**src/rtl/sort_sequencer_if.sv**
```systemverilog
// Valid/ready bus bundle for sort_sequencer: producer side, consumer side and busy status.
interface sort_sequencer_if #(
  parameter int unsigned WIDTH = 8
);
  logic             in_valid;
  logic             in_ready;
  logic [WIDTH-1:0] in_data;
  logic             out_valid;
  logic             out_ready;
  logic [WIDTH-1:0] out_data;
  logic             busy;

  // Environment side: drives the producer and consumer.
  modport master (
    output in_valid, in_data, out_ready,
    input  in_ready, out_valid, out_data, busy
  );

  // Sorter side.
  modport slave (
    input  in_valid, in_data, out_ready,
    output in_ready, out_valid, out_data, busy
  );
endinterface

```
**src/rtl/sort_sequencer.sv**
```systemverilog
// Frame sorter: buffers DEPTH words, runs an odd-even transposition schedule
// through one registered compare-and-swap unit, then streams the frame out ascending.
module sort_sequencer #(
  parameter int unsigned WIDTH = 8,
  parameter int unsigned DEPTH = 8
) (
  input  logic             clk,
  input  logic             rst,
  sort_sequencer_if.slave  bus
);

  localparam int unsigned IW       = (DEPTH > 1) ? $clog2(DEPTH) : 1;
  localparam logic [IW-1:0] LAST_IDX = IW'(DEPTH - 1);
  // With DEPTH=2 the odd pass is empty, so the schedule finishes after pass 0.
  localparam int unsigned LAST_RUN = (DEPTH < 3) ? 0 : DEPTH - 1;

  typedef enum logic [1:0] {LOAD, ISSUE, WB, OUT} state_e;

  state_e           state_q, state_d;
  logic [IW-1:0]    wr_idx_q, wr_idx_d;
  logic [IW-1:0]    rd_idx_q, rd_idx_d;
  logic [IW-1:0]    pass_q, pass_d;
  logic [IW-1:0]    k_q, k_d;
  logic [WIDTH-1:0] mem_q [DEPTH];
  logic [WIDTH-1:0] mem_d [DEPTH];
  logic [WIDTH-1:0] cu_sm_q, cu_sm_d;
  logic [WIDTH-1:0] cu_lg_q, cu_lg_d;
  logic             in_ready_q, in_ready_d;
  logic             out_valid_q, out_valid_d;
  logic             busy_q, busy_d;
  logic [WIDTH-1:0] out_data_q, out_data_d;

  logic [IW-1:0]    kp1;
  logic             in_hs, out_hs, last_pair, last_pass;

  assign kp1       = k_q + IW'(1);
  assign in_hs     = bus.in_valid & in_ready_q;
  assign out_hs    = out_valid_q & bus.out_ready;
  assign last_pair = (32'(k_q) + 32'd4) > DEPTH;
  assign last_pass = 32'(pass_q) >= LAST_RUN;

  // Next-state, schedule sequencing, array updates and registered-output values.
  always_comb begin
    state_d  = state_q;
    wr_idx_d = wr_idx_q;
    rd_idx_d = rd_idx_q;
    pass_d   = pass_q;
    k_d      = k_q;
    mem_d    = mem_q;
    cu_sm_d  = cu_sm_q;
    cu_lg_d  = cu_lg_q;

    case (state_q)
      LOAD: begin
        if (in_hs) begin
          mem_d[wr_idx_q] = bus.in_data;
          if (wr_idx_q == LAST_IDX) begin
            wr_idx_d = '0;
            pass_d   = '0;
            k_d      = '0;
            state_d  = ISSUE;
          end else begin
            wr_idx_d = wr_idx_q + IW'(1);
          end
        end
      end
      ISSUE: begin
        // Compare unit: a = mem[k], b = mem[k+1]; ties keep operand order.
        if (mem_q[kp1] < mem_q[k_q]) begin
          cu_sm_d = mem_q[kp1];
          cu_lg_d = mem_q[k_q];
        end else begin
          cu_sm_d = mem_q[k_q];
          cu_lg_d = mem_q[kp1];
        end
        state_d = WB;
      end
      WB: begin
        mem_d[k_q] = cu_sm_q;
        mem_d[kp1] = cu_lg_q;
        state_d    = ISSUE;
        if (last_pair) begin
          if (last_pass) begin
            rd_idx_d = '0;
            state_d  = OUT;
          end else begin
            pass_d = pass_q + IW'(1);
            k_d    = pass_q[0] ? IW'(0) : IW'(1);
          end
        end else begin
          k_d = k_q + IW'(2);
        end
      end
      OUT: begin
        if (out_hs) begin
          if (rd_idx_q == LAST_IDX) begin
            rd_idx_d = '0;
            wr_idx_d = '0;
            state_d  = LOAD;
          end else begin
            rd_idx_d = rd_idx_q + IW'(1);
          end
        end
      end
      default: state_d = LOAD;
    endcase

    in_ready_d  = (state_d == LOAD);
    busy_d      = (state_d == ISSUE) || (state_d == WB);
    out_valid_d = (state_d == OUT);
    out_data_d  = (state_d == OUT) ? mem_d[rd_idx_d] : '0;
  end

  // State and output registers with synchronous active-low reset.
  always_ff @(posedge clk) begin
    if (!rst) begin
      state_q     <= LOAD;
      wr_idx_q    <= '0;
      rd_idx_q    <= '0;
      pass_q      <= '0;
      k_q         <= '0;
      cu_sm_q     <= '0;
      cu_lg_q     <= '0;
      in_ready_q  <= 1'b1;
      out_valid_q <= 1'b0;
      busy_q      <= 1'b0;
      out_data_q  <= '0;
      for (int i = 0; i < int'(DEPTH); i++) mem_q[i] <= '0;
    end else begin
      state_q     <= state_d;
      wr_idx_q    <= wr_idx_d;
      rd_idx_q    <= rd_idx_d;
      pass_q      <= pass_d;
      k_q         <= k_d;
      cu_sm_q     <= cu_sm_d;
      cu_lg_q     <= cu_lg_d;
      in_ready_q  <= in_ready_d;
      out_valid_q <= out_valid_d;
      busy_q      <= busy_d;
      out_data_q  <= out_data_d;
      for (int i = 0; i < int'(DEPTH); i++) mem_q[i] <= mem_d[i];
    end
  end

  // in_ready is masked by reset so nothing is accepted while rst is low,
  // and reads 1 immediately once rst is released.
  assign bus.in_ready  = in_ready_q & rst;
  assign bus.out_valid = out_valid_q;
  assign bus.out_data  = out_data_q;
  assign bus.busy      = busy_q;

endmodule

```
**src/flat_wrapper.sv**
```systemverilog
// flat-port wrapper written by rule: the top's interface ports become plain ports
module sort_sequencer_flat 
#(
  parameter int unsigned WIDTH = 8,
  parameter int unsigned DEPTH = 8
)
  (clk, rst, bus_in_valid, bus_in_data, bus_out_ready, bus_in_ready, bus_out_valid, bus_out_data, bus_busy);
  sort_sequencer_if #(.WIDTH(WIDTH)) bus_i ();
  input  logic clk;
  input  logic rst;
  input wire logic [$bits(bus_i.in_valid)-1:0] bus_in_valid;
  input wire logic [$bits(bus_i.in_data)-1:0] bus_in_data;
  input wire logic [$bits(bus_i.out_ready)-1:0] bus_out_ready;
  output wire logic [$bits(bus_i.in_ready)-1:0] bus_in_ready;
  output wire logic [$bits(bus_i.out_valid)-1:0] bus_out_valid;
  output wire logic [$bits(bus_i.out_data)-1:0] bus_out_data;
  output wire logic [$bits(bus_i.busy)-1:0] bus_busy;
  assign bus_i.in_valid = bus_in_valid;
  assign bus_i.in_data = bus_in_data;
  assign bus_i.out_ready = bus_out_ready;
  assign bus_in_ready = bus_i.in_ready;
  assign bus_out_valid = bus_i.out_valid;
  assign bus_out_data = bus_i.out_data;
  assign bus_busy = bus_i.busy;
  sort_sequencer #(.WIDTH(WIDTH), .DEPTH(DEPTH)) u_core (.clk(clk), .rst(rst), .bus(bus_i));
endmodule
```
**config.mk**
```make
export PLATFORM = sky130hd
export DESIGN_NAME = sort_sequencer_flat
export DESIGN_NICKNAME = d
export VERILOG_FILES = /design/src/rtl/sort_sequencer_if.sv /design/src/rtl/sort_sequencer.sv /design/src/flat_wrapper.sv
export SDC_FILE = /design/constraint.sdc
export NUM_CORES = 1
export LEC_CHECK = 0
export CORE_ASPECT_RATIO = 1.2
export CORE_MARGIN = 2
export CORE_UTILIZATION = 40
export DETAILED_ROUTE_END_ITERATION = 16
export HOLD_SLACK_MARGIN = 0.02
export PLACE_DENSITY = 0.58
export SYNTH_ARGS = -nofsm -noshare
export SYNTH_HDL_FRONTEND = slang
export SYNTH_SLANG_ARGS = --single-unit
```
**constraint.sdc**
```tcl
create_clock -name clk -period 5.67 [get_ports clk]
set_input_delay 1.134 -clock clk [delete_from_list [all_inputs] [get_ports clk]]
set_output_delay 1.134 -clock clk [all_outputs]
set_load 0.01 [all_outputs]
```
---- Word level (Yosys, flattened, before mapping) ----
Index checks and enable logic that the tools add are counted.
storage, ports and cells
  register bits ........................... 105
cells by class
  add/sub/neg operators ................... 6
  magnitude comparators ................... 10
  reductions and logical operators ........ 12
  multiplexer cells ....................... 48
  equality and inequality tests ........... 15
  bitwise operators ....................... 7
operators with widths
  cell                   count
  $bwmux W64             3
  $pmux W64 S2           1
  $mux W8                11
  $bmux W8 S3            3
  $demux W8 S3           3
  $mux W64               1
  $mux W3                14
  $gt A32 B4 Y1 const B  1
  $pmux W3 S2            4
  $ge A4 B4 Y1 const B   4
  $not A3 Y4             4
  $add A3 B1 Y3 const B  4
  $lt A4 B1 Y1 const B   3
  $mux W2                6
  $ne A2 B1 Y1 const B   5
  $eq A2 B2 Y1 const B   4
  $lt A8 B8 Y1           1
  $pmux W2 S4            1
  $reduce_and A4 Y1      2
  $eq A3 B3 Y1 const B   2
  $reduce_and A5 Y1      1
  $add A3 B3 Y4 const B  1
  $eq A2 B1 Y1 const B   2
  $logic_not A2 Y1       2
  10 further kinds       15

---- Longest topological paths before layout ----
Gate-level depths: netlist of the first run.
  depth after elaboration ................. 11
  depth in mapped cells ................... 18
  depth with buffers taken out ............ 13

---- Least setup slack after synthesis of the first run ----
No wires, ideal clock.
  kind .................................... register to register
  start point ............................. reg u_core.k_q[1]
  end point ............................... reg u_core.cu_sm_q[2]
  data required time ...................... 5,548 ps
  setup time .............................. 122 ps
  stages on the path, launching flop included .. 18
  slack ................................... 1,289 ps
  arrival time ............................ 4,260 ps
  clock period less this slack ............ 4,381 ps
  cell sequence ........................... dfxtp_1 -> buf_2 -> clkbuf_1 -> inv_1 -> ha_1 -> clkbuf_1 -> buf_2 -> mux4_2 -> and2_1 -> or2_2 -> ha_1 -> a21oi_1 -> o21a_1 -> and3_1 -> a21oi_4 -> buf_6 -> nor2_1 -> a221o_1
between the ends
  cells in the longest elaborated chain, start to end .. 7
  elaborated cells on any way between the ends .. 11
  classes of those cells .................. 1 x add/sub; 1 x order compare; 7 x mux; 2 x bitwise
ends and longest elaborated chain
  what                                        line                                        text
  start: declaration                          sort_sequencer.sv:23                        logic [IW-1:0] k_q, k_d;
  start signal: assignment                    sort_sequencer.sv:134                       k_q <= k_d;
  $add A3 B1 Y3                               sort_sequencer.sv:36                        assign kp1 = k_q + IW'(1);
  $not A3 Y4 (implied by the code)            sort_sequencer.sv:69, sort_sequencer.sv:70
  $bmux W8 S3                                 sort_sequencer.sv:69, sort_sequencer.sv:70
  $mux W8 (implied by the code) (2 in a row)  sort_sequencer.sv:69, sort_sequencer.sv:70
  $lt A8 B8 Y1                                sort_sequencer.sv:69                        if (mem_q[kp1] < mem_q[k_q]) begin
  $mux W8 *                                   sort_sequencer.sv:69
  end signal: assignment                      sort_sequencer.sv:135                       cu_sm_q <= cu_sm_d;
  end: declaration                            sort_sequencer.sv:26                        logic [WIDTH-1:0] cu_sm_q, cu_sm_d;
Mark *: on every way between the ends. The rest lies on a longest branch, timed or not. The select of a mux whose other input is x is not followed.
A chain may end at the register's enable or synchronous reset.

---- Worst setup path after layout of the first run ----
  start point ............................. reg u_core.k_q[0]
  end point ............................... reg u_core.cu_sm_q[2]
Same word-level chain as after synthesis.

==> impl_metrics.env, run 1 <==
export IMPL_outcome="completed"
export IMPL_die_area_um2=20430
export IMPL_grt_antenna_before_repair=0
export IMPL_crit_path_max_incr_delay_ps=780
export IMPL_hold_depth=2
export IMPL_syn_area_um2=7720
export IMPL_syn_area_per_cell_um2=8.161
export IMPL_crit_top_cell="ha_1"
export IMPL_viasPerCell=6.804
export IMPL_grt_pass1_vias=7269
export IMPL_cts_tree="done"
export IMPL_rsz0062_at_grt="no"
export IMPL_start_kind="register"
export IMPL_path_max_fanout=66
export IMPL_setup_tns_ps=0
export IMPL_grt_overflow=0
export IMPL_path_class="register to register"
export IMPL_portBuffers=22
export IMPL_clkLatencyLatePin_ps=360
export IMPL_rr_worst_depth=13
export IMPL_p_leak_uw=0.002996
export IMPL_finalClockSkew_ps=11.68
export IMPL_core_um2=18920
export IMPL_drc=0
export IMPL_fmaxAchievable_mhz=231.4
export IMPL_die_w_um=130.8
export IMPL_clk_pin_slew_ps=70
export IMPL_required_ps=5920
export IMPL_synthToLayoutAreaGrowth_pct=8.023
export IMPL_finalCritPeriodShare=0.7620
export IMPL_initial_core_util=0.4079
export IMPL_fillers=1858
export IMPL_syn_inst=946
export IMPL_htree_levels=3
export IMPL_dp_hpwl_um=20280
export IMPL_worst_ep_arrival_time_ps=4570
export IMPL_ctsLongestPathBuffers=2
export IMPL_post_cts_buffers=0
export IMPL_hp_class="register to register"
export IMPL_drive_gt1_frac=0.08508
export IMPL_detail_route_antenna_nets=0
export IMPL_path_depth=13
export IMPL_cp_num_buf_inv=1
export IMPL_cts_buffers=9
export IMPL_die_h_um=156.2
export IMPL_crit_chain="buf_4, ha_1, xor2_4, nand3_1, nand4_1, or2_2, ha_1, a211oi_1, nor2b_1, o31a_1, a21oi_4, nor2_1, a221o_1"
export IMPL_root_buffer="clkbuf_16"
export IMPL_grt_max_degree=76
export IMPL_final_max_slew_viol_count=0
export IMPL_ys_types=62
export IMPL_pin_count=23
export IMPL_drtPass1Iterations=7
export IMPL_drt_first_iter_violations=1132
export IMPL_ys_flop_type="dfxtp_1"
export IMPL_clkSinkCount=105
export IMPL_cts_hold_fix_buffers=0
export IMPL_setup_viol=0
export IMPL_synth_edf_count=0
export IMPL_cpLargestDelayFamily="compound AO/OA/AOI/OAI gates"
export IMPL_power_uw=1597
export IMPL_final_nets=933
export IMPL_synth_fp_nets=979
export IMPL_hold_violations=0
export IMPL_ys_ff_latch=105
export IMPL_place_congestion=0.9388
export IMPL_end_kind="register"
export IMPL_cp_slowest_cell="xor2_4"
export IMPL_track_usage=0.2917
export IMPL_ys_seq_area_frac=0.2723
export IMPL_dr_total_vias=7899
export IMPL_slew_limit_headroom=0.2103
export IMPL_synthArstFlopShare=0
export IMPL_layout_min_cycle_time_ps=4321
export IMPL_layout_commonest_cell="dfxtp_1"
export IMPL_power_density_nw_per_um2=191.5
export IMPL_grt_pass1_wl_um=44620
export IMPL_ctsResizeCount=0
export IMPL_rows=55
export IMPL_antenna_cells=0
export IMPL_vdd_ir_drop_max_mv=0.1328
export IMPL_detail_route_wl_per_cell_um=25.32
export IMPL_tightestPinTransition_ps=1185
export IMPL_cap_violations=0
export IMPL_final_cell_mix="dfxtp_1 (104), nor2_1 (94), nand3_1 (78)"
export IMPL_ys_warnings_count=0
export IMPL_wl_um=29400
## synthesized netlist by cell type, drive strengths merged, types with 5 or more instances
cell type,count,area [µm²]
a311o,8,80.08
or2,9,56.30
nand2b,16,100.1
nand4,17,106.4
a211o,11,96.34
nor3,72,365.3
a222oi,10,100.1
buf,33,151.4
and2,12,75.07
a221o,16,160.2
a22o,10,87.58
nor2,95,356.6
a21oi,57,296.5
o311ai,5,43.79
clkbuf,59,221.5
dfxtp,105,2102
a221oi,24,210.2
ha,21,262.8
a211oi,22,165.2
or3,5,31.28
a22oi,27,202.7
mux2i,54,540.5
a21o,7,52.55
mux4,26,585.6
nor2b,11,68.82
nand2,57,214.0
o21ai,11,55.05
nor3b,5,37.54
inv,10,37.53
nand3,78,390.4
a311oi,14,122.6
## cell families (layout without fill, tap and decap cells)
family	after synthesis	after routing	share of synthesized area
mux	82	82	0.1488
buf+inv	103	62	0.05364
flops	105	105	0.2723
compound gates	241	241	0.2383
simple gates	392	392	0.2498
xor+xnor	2	2	0.003242
fa+ha+maj	21	21	0.03404
## where the power goes
group	leakage, µW	switching [µW]	internal [µW]
clock	0.000145	307	390
sequential	0.000848	11.8	746
combinational	0.00200	87.9	54.9
## worst reg2reg max path, cell delays in order (launching register included)
cell and delay, ps:
dfxtp_2 330, buf_4 620, ha_1 420, xor2_4 780, nand3_1 160, nand4_1 190, or2_2 130, ha_1 150
a211oi_1 80, nor2b_1 140, o31a_1 260, a21oi_4 550, nor2_1 120, a221o_1 280
## final timing paths
path | start | end | slack [ps]
min | u_core.pass_q[1] | u_core.pass_q[1] | 480
max reg2reg | u_core.k_q[0] | u_core.cu_sm_q[2] | 1350
max | u_core.k_q[0] | u_core.cu_sm_q[2] | 1350
min reg2reg | u_core.pass_q[1] | u_core.pass_q[1] | 480
## registers in the layout (all words and copies together) (netlist names)
register,count
u_core.bus.busy,1
u_core.state_q,2
u_core.wr_idx_q,3
u_core.mem_q,64
u_core.in_ready_q,1
u_core.cu_lg_q,8
u_core.bus.out_data,8
u_core.rd_idx_q,3
u_core.cu_sm_q,8
u_core.k_q,3
u_core.bus.out_valid,1
u_core.pass_q,3
## cell type report
| class | count | area [µm²] | share of cell area |
|---|---|---|---|
| multi-input cells | 738 | 5236 | 0.6279 |
| inverters | 11 | 41.29 | 0.004951 |
| well taps | 256 | 320.3 | 0.03841 |
| clock buffers | 10 | 229.0 | 0.02746 |
| clock inverters | 6 | 91.34 | 0.01095 |
| repair buffers | 35 | 317.8 | 0.03811 |
| flip-flops and latches | 105 | 2103 | 0.2522 |
## per-layer routing
metal  track usage  vias to the layer above  wire length, µm
met2        0.4365                      502            12960
met5             0                        -                0
met3       0.05624                      100             3039
li1              -                     3560                -
met1        0.4032                     3737            12020
met4        0.1368                        0             1379
## through the flow
stage | hold slack (ps) | utilization | instances | instance area (µm²) | setup slack, ps
floorplan | 449.2 | - | 946 | 7720 | 1289
global placement | 465.3 | 0.4237 | 1145 | 8019 | 1467
detailed placement | 471.9 | 0.4237 | 1145 | 8019 | 1391
CTS | 481.9 | 0.4407 | 1161 | 8339 | 1370
global route | 509.3 | 0.4407 | 1161 | 8339 | 1055
finish | 479.8 | 0.4407 | 1161 | 8339 | 1349
Power figures use the tool's default switching activity.
==> inputs of run 2 (changes only) <==
Settings changed: PLACE_DENSITY 0.58 to 0.6.
Clock period 5.67 ns to 3.8 ns, I/O delays scaled along.
==> run 2 against run 1 <==
Compared with the run above: combinational power rose by 63%; count of clock-buffer cells in the layout unchanged; core utilization up 1.4 points.
==> impl_metrics.env, run 2 (synthesis results as in run 1) <==
export IMPL_die_area_um2=20430
export IMPL_ctsResizeCount=0
export IMPL_drtPass1Iterations=6
export IMPL_setup_tns_ps=0
export IMPL_required_ps=4110
export IMPL_power_density_nw_per_um2=269.4
export IMPL_rr_worst_depth=7
export IMPL_vdd_ir_drop_max_mv=0.1917
export IMPL_layout_commonest_cell="dfxtp_1"
export IMPL_layout_min_cycle_time_ps=3524
export IMPL_antenna_cells=0
export IMPL_setup_viol=0
export IMPL_end_kind="register"
export IMPL_grt_max_degree=55
export IMPL_pin_count=23
export IMPL_place_congestion=1.023
export IMPL_grt_antenna_before_repair=0
export IMPL_htree_levels=3
export IMPL_hp_class="register to register"
export IMPL_dp_hpwl_um=22540
export IMPL_detail_route_antenna_nets=0
export IMPL_rows=55
export IMPL_clkSinkCount=105
export IMPL_clkLatencyLatePin_ps=370
export IMPL_r2r_start="u_core.k_q[0]"
export IMPL_post_cts_buffers=0
export IMPL_outcome="completed"
export IMPL_clk_pin_slew_ps=80
export IMPL_grt_pass1_vias=7724
export IMPL_p_leak_uw=0.003180
export IMPL_rsz0062_at_grt="no"
export IMPL_die_w_um=130.8
export IMPL_core_um2=18920
export IMPL_hold_violations=0
export IMPL_slew_limit_headroom=0.1437
export IMPL_final_nets=971
export IMPL_dr_total_vias=8366
export IMPL_cts_tree="done"
export IMPL_portBuffers=22
export IMPL_cts_hold_fix_buffers=0
export IMPL_final_cell_mix="dfxtp_1 (104), nor2_1 (95), nand3_1 (78)"
export IMPL_tightestPinTransition_ps=1284
export IMPL_min_to="u_core.pass_q[1]"
export IMPL_holdCritStartpoint="u_core.pass_q[1]"
export IMPL_detail_route_wl_per_cell_um=27.11
export IMPL_rrSetupSlack_ps=280
export IMPL_initial_core_util=0.4079
export IMPL_hold_depth=2
export IMPL_grt_pass1_wl_um=48280
export IMPL_drc=0
export IMPL_largest_reg_flops=64
export IMPL_drive_gt1_frac=0.1230
export IMPL_track_usage=0.3218
export IMPL_root_buffer="clkbuf_16"
export IMPL_finalCritPeriodShare=0.9273
export IMPL_final_max_slew_viol_count=0
export IMPL_ctsLongestPathBuffers=2
export IMPL_drt_first_iter_violations=1457
export IMPL_finalClockSkew_ps=11.00
export IMPL_wl_um=32500
export IMPL_start_kind="register"
export IMPL_power_uw=2318
export IMPL_synthToLayoutAreaGrowth_pct=11.44
export IMPL_cts_buffers=9
export IMPL_die_h_um=156.2
export IMPL_worst_ep_arrival_time_ps=3840
export IMPL_fmaxAchievable_mhz=283.8
export IMPL_path_class="register to register"
export IMPL_grt_overflow=0
export IMPL_viasPerCell=6.977
export IMPL_timing_rr_end="u_core.bus.out_data[3]"
export IMPL_top_register="u_core.mem_q"
export IMPL_cap_violations=0
export IMPL_path_max_fanout=21
run 2: cell count changes in the layout (fill, tap and decap cells not counted), sizes merged:
cell | previous run | this run
inv | 11 | 16
clkinvlp | 3 | 0
bufinv | 2 | 0
buf | 13 | 51
run 2: critical path: stages, from the launching register on:
cell and delay (ps):
dfxtp_2 340, ha_1 290, xnor2_2 900, nand2_1 780, a311oi_1 550, nor3b_1 100
a2111o_1 400, nand4_1 100
run 2: per-stage QoR:
stage / area [µm²] / instances / worst slack [ps] / utilization / hold slack, ps
3_5_place_dp: 8314 / 1183 / 234.4 / 0.4393 / 470.7
5_1_grt: 8603 / 1199 / 75.63 / 0.4546 / 501.9
2_1_floorplan: 7752 / 946 / 4.690 / - / 449.2
3_3_place_gp: 8314 / 1183 / 314.5 / 0.4393 / 465.0
6_report: 8603 / 1199 / 276.2 / 0.4546 / 479.3
4_1_cts: 8598 / 1199 / 204.8 / 0.4543 / 481.6
run 2: cell type report:
class | instances | area (µm²)
Clock buffer | 10 | 229.0
Multi-Input combinational cell | 738 | 5239
Clock inverter | 6 | 55.05
Sequential cell | 105 | 2103
Fill cell | 1882 | 10320
Timing Repair Buffer | 73 | 615.6
Tap cell | 256 | 320.3
Inverter | 11 | 41.29
run 2: how the worst max path moves through the flow:
stage	startpoint	to	slack, ps
2_1_floorplan	u_core.k_q[1]	u_core.cu_sm_q[2]	5
3_3_place_gp	u_core.k_q[0]	u_core.cu_lg_q[0]	310
3_5_place_dp	u_core.k_q[0]	u_core.cu_sm_q[2]	230
4_1_cts	u_core.k_q[0]	u_core.cu_sm_q[4]	200
5_1_grt	u_core.k_q[1]	u_core.cu_sm_q[4]	80
6_report	u_core.k_q[0]	u_core.bus.out_data[3]	280
run 2: power breakdown:
part           switching [µW]  internal [µW]
Combinational             136           97.5
Clock                     488            463
Sequential               20.8           1110
Total                     645           1670
run 2: metal layers:
metal  up-vias  GRT usage  share of wire
met2       621     0.4511           0.42
met4         0     0.1692          0.061
met5         -          0              0
met1      3985     0.4494           0.40
li1       3629          -              -
met3       131    0.08436           0.13
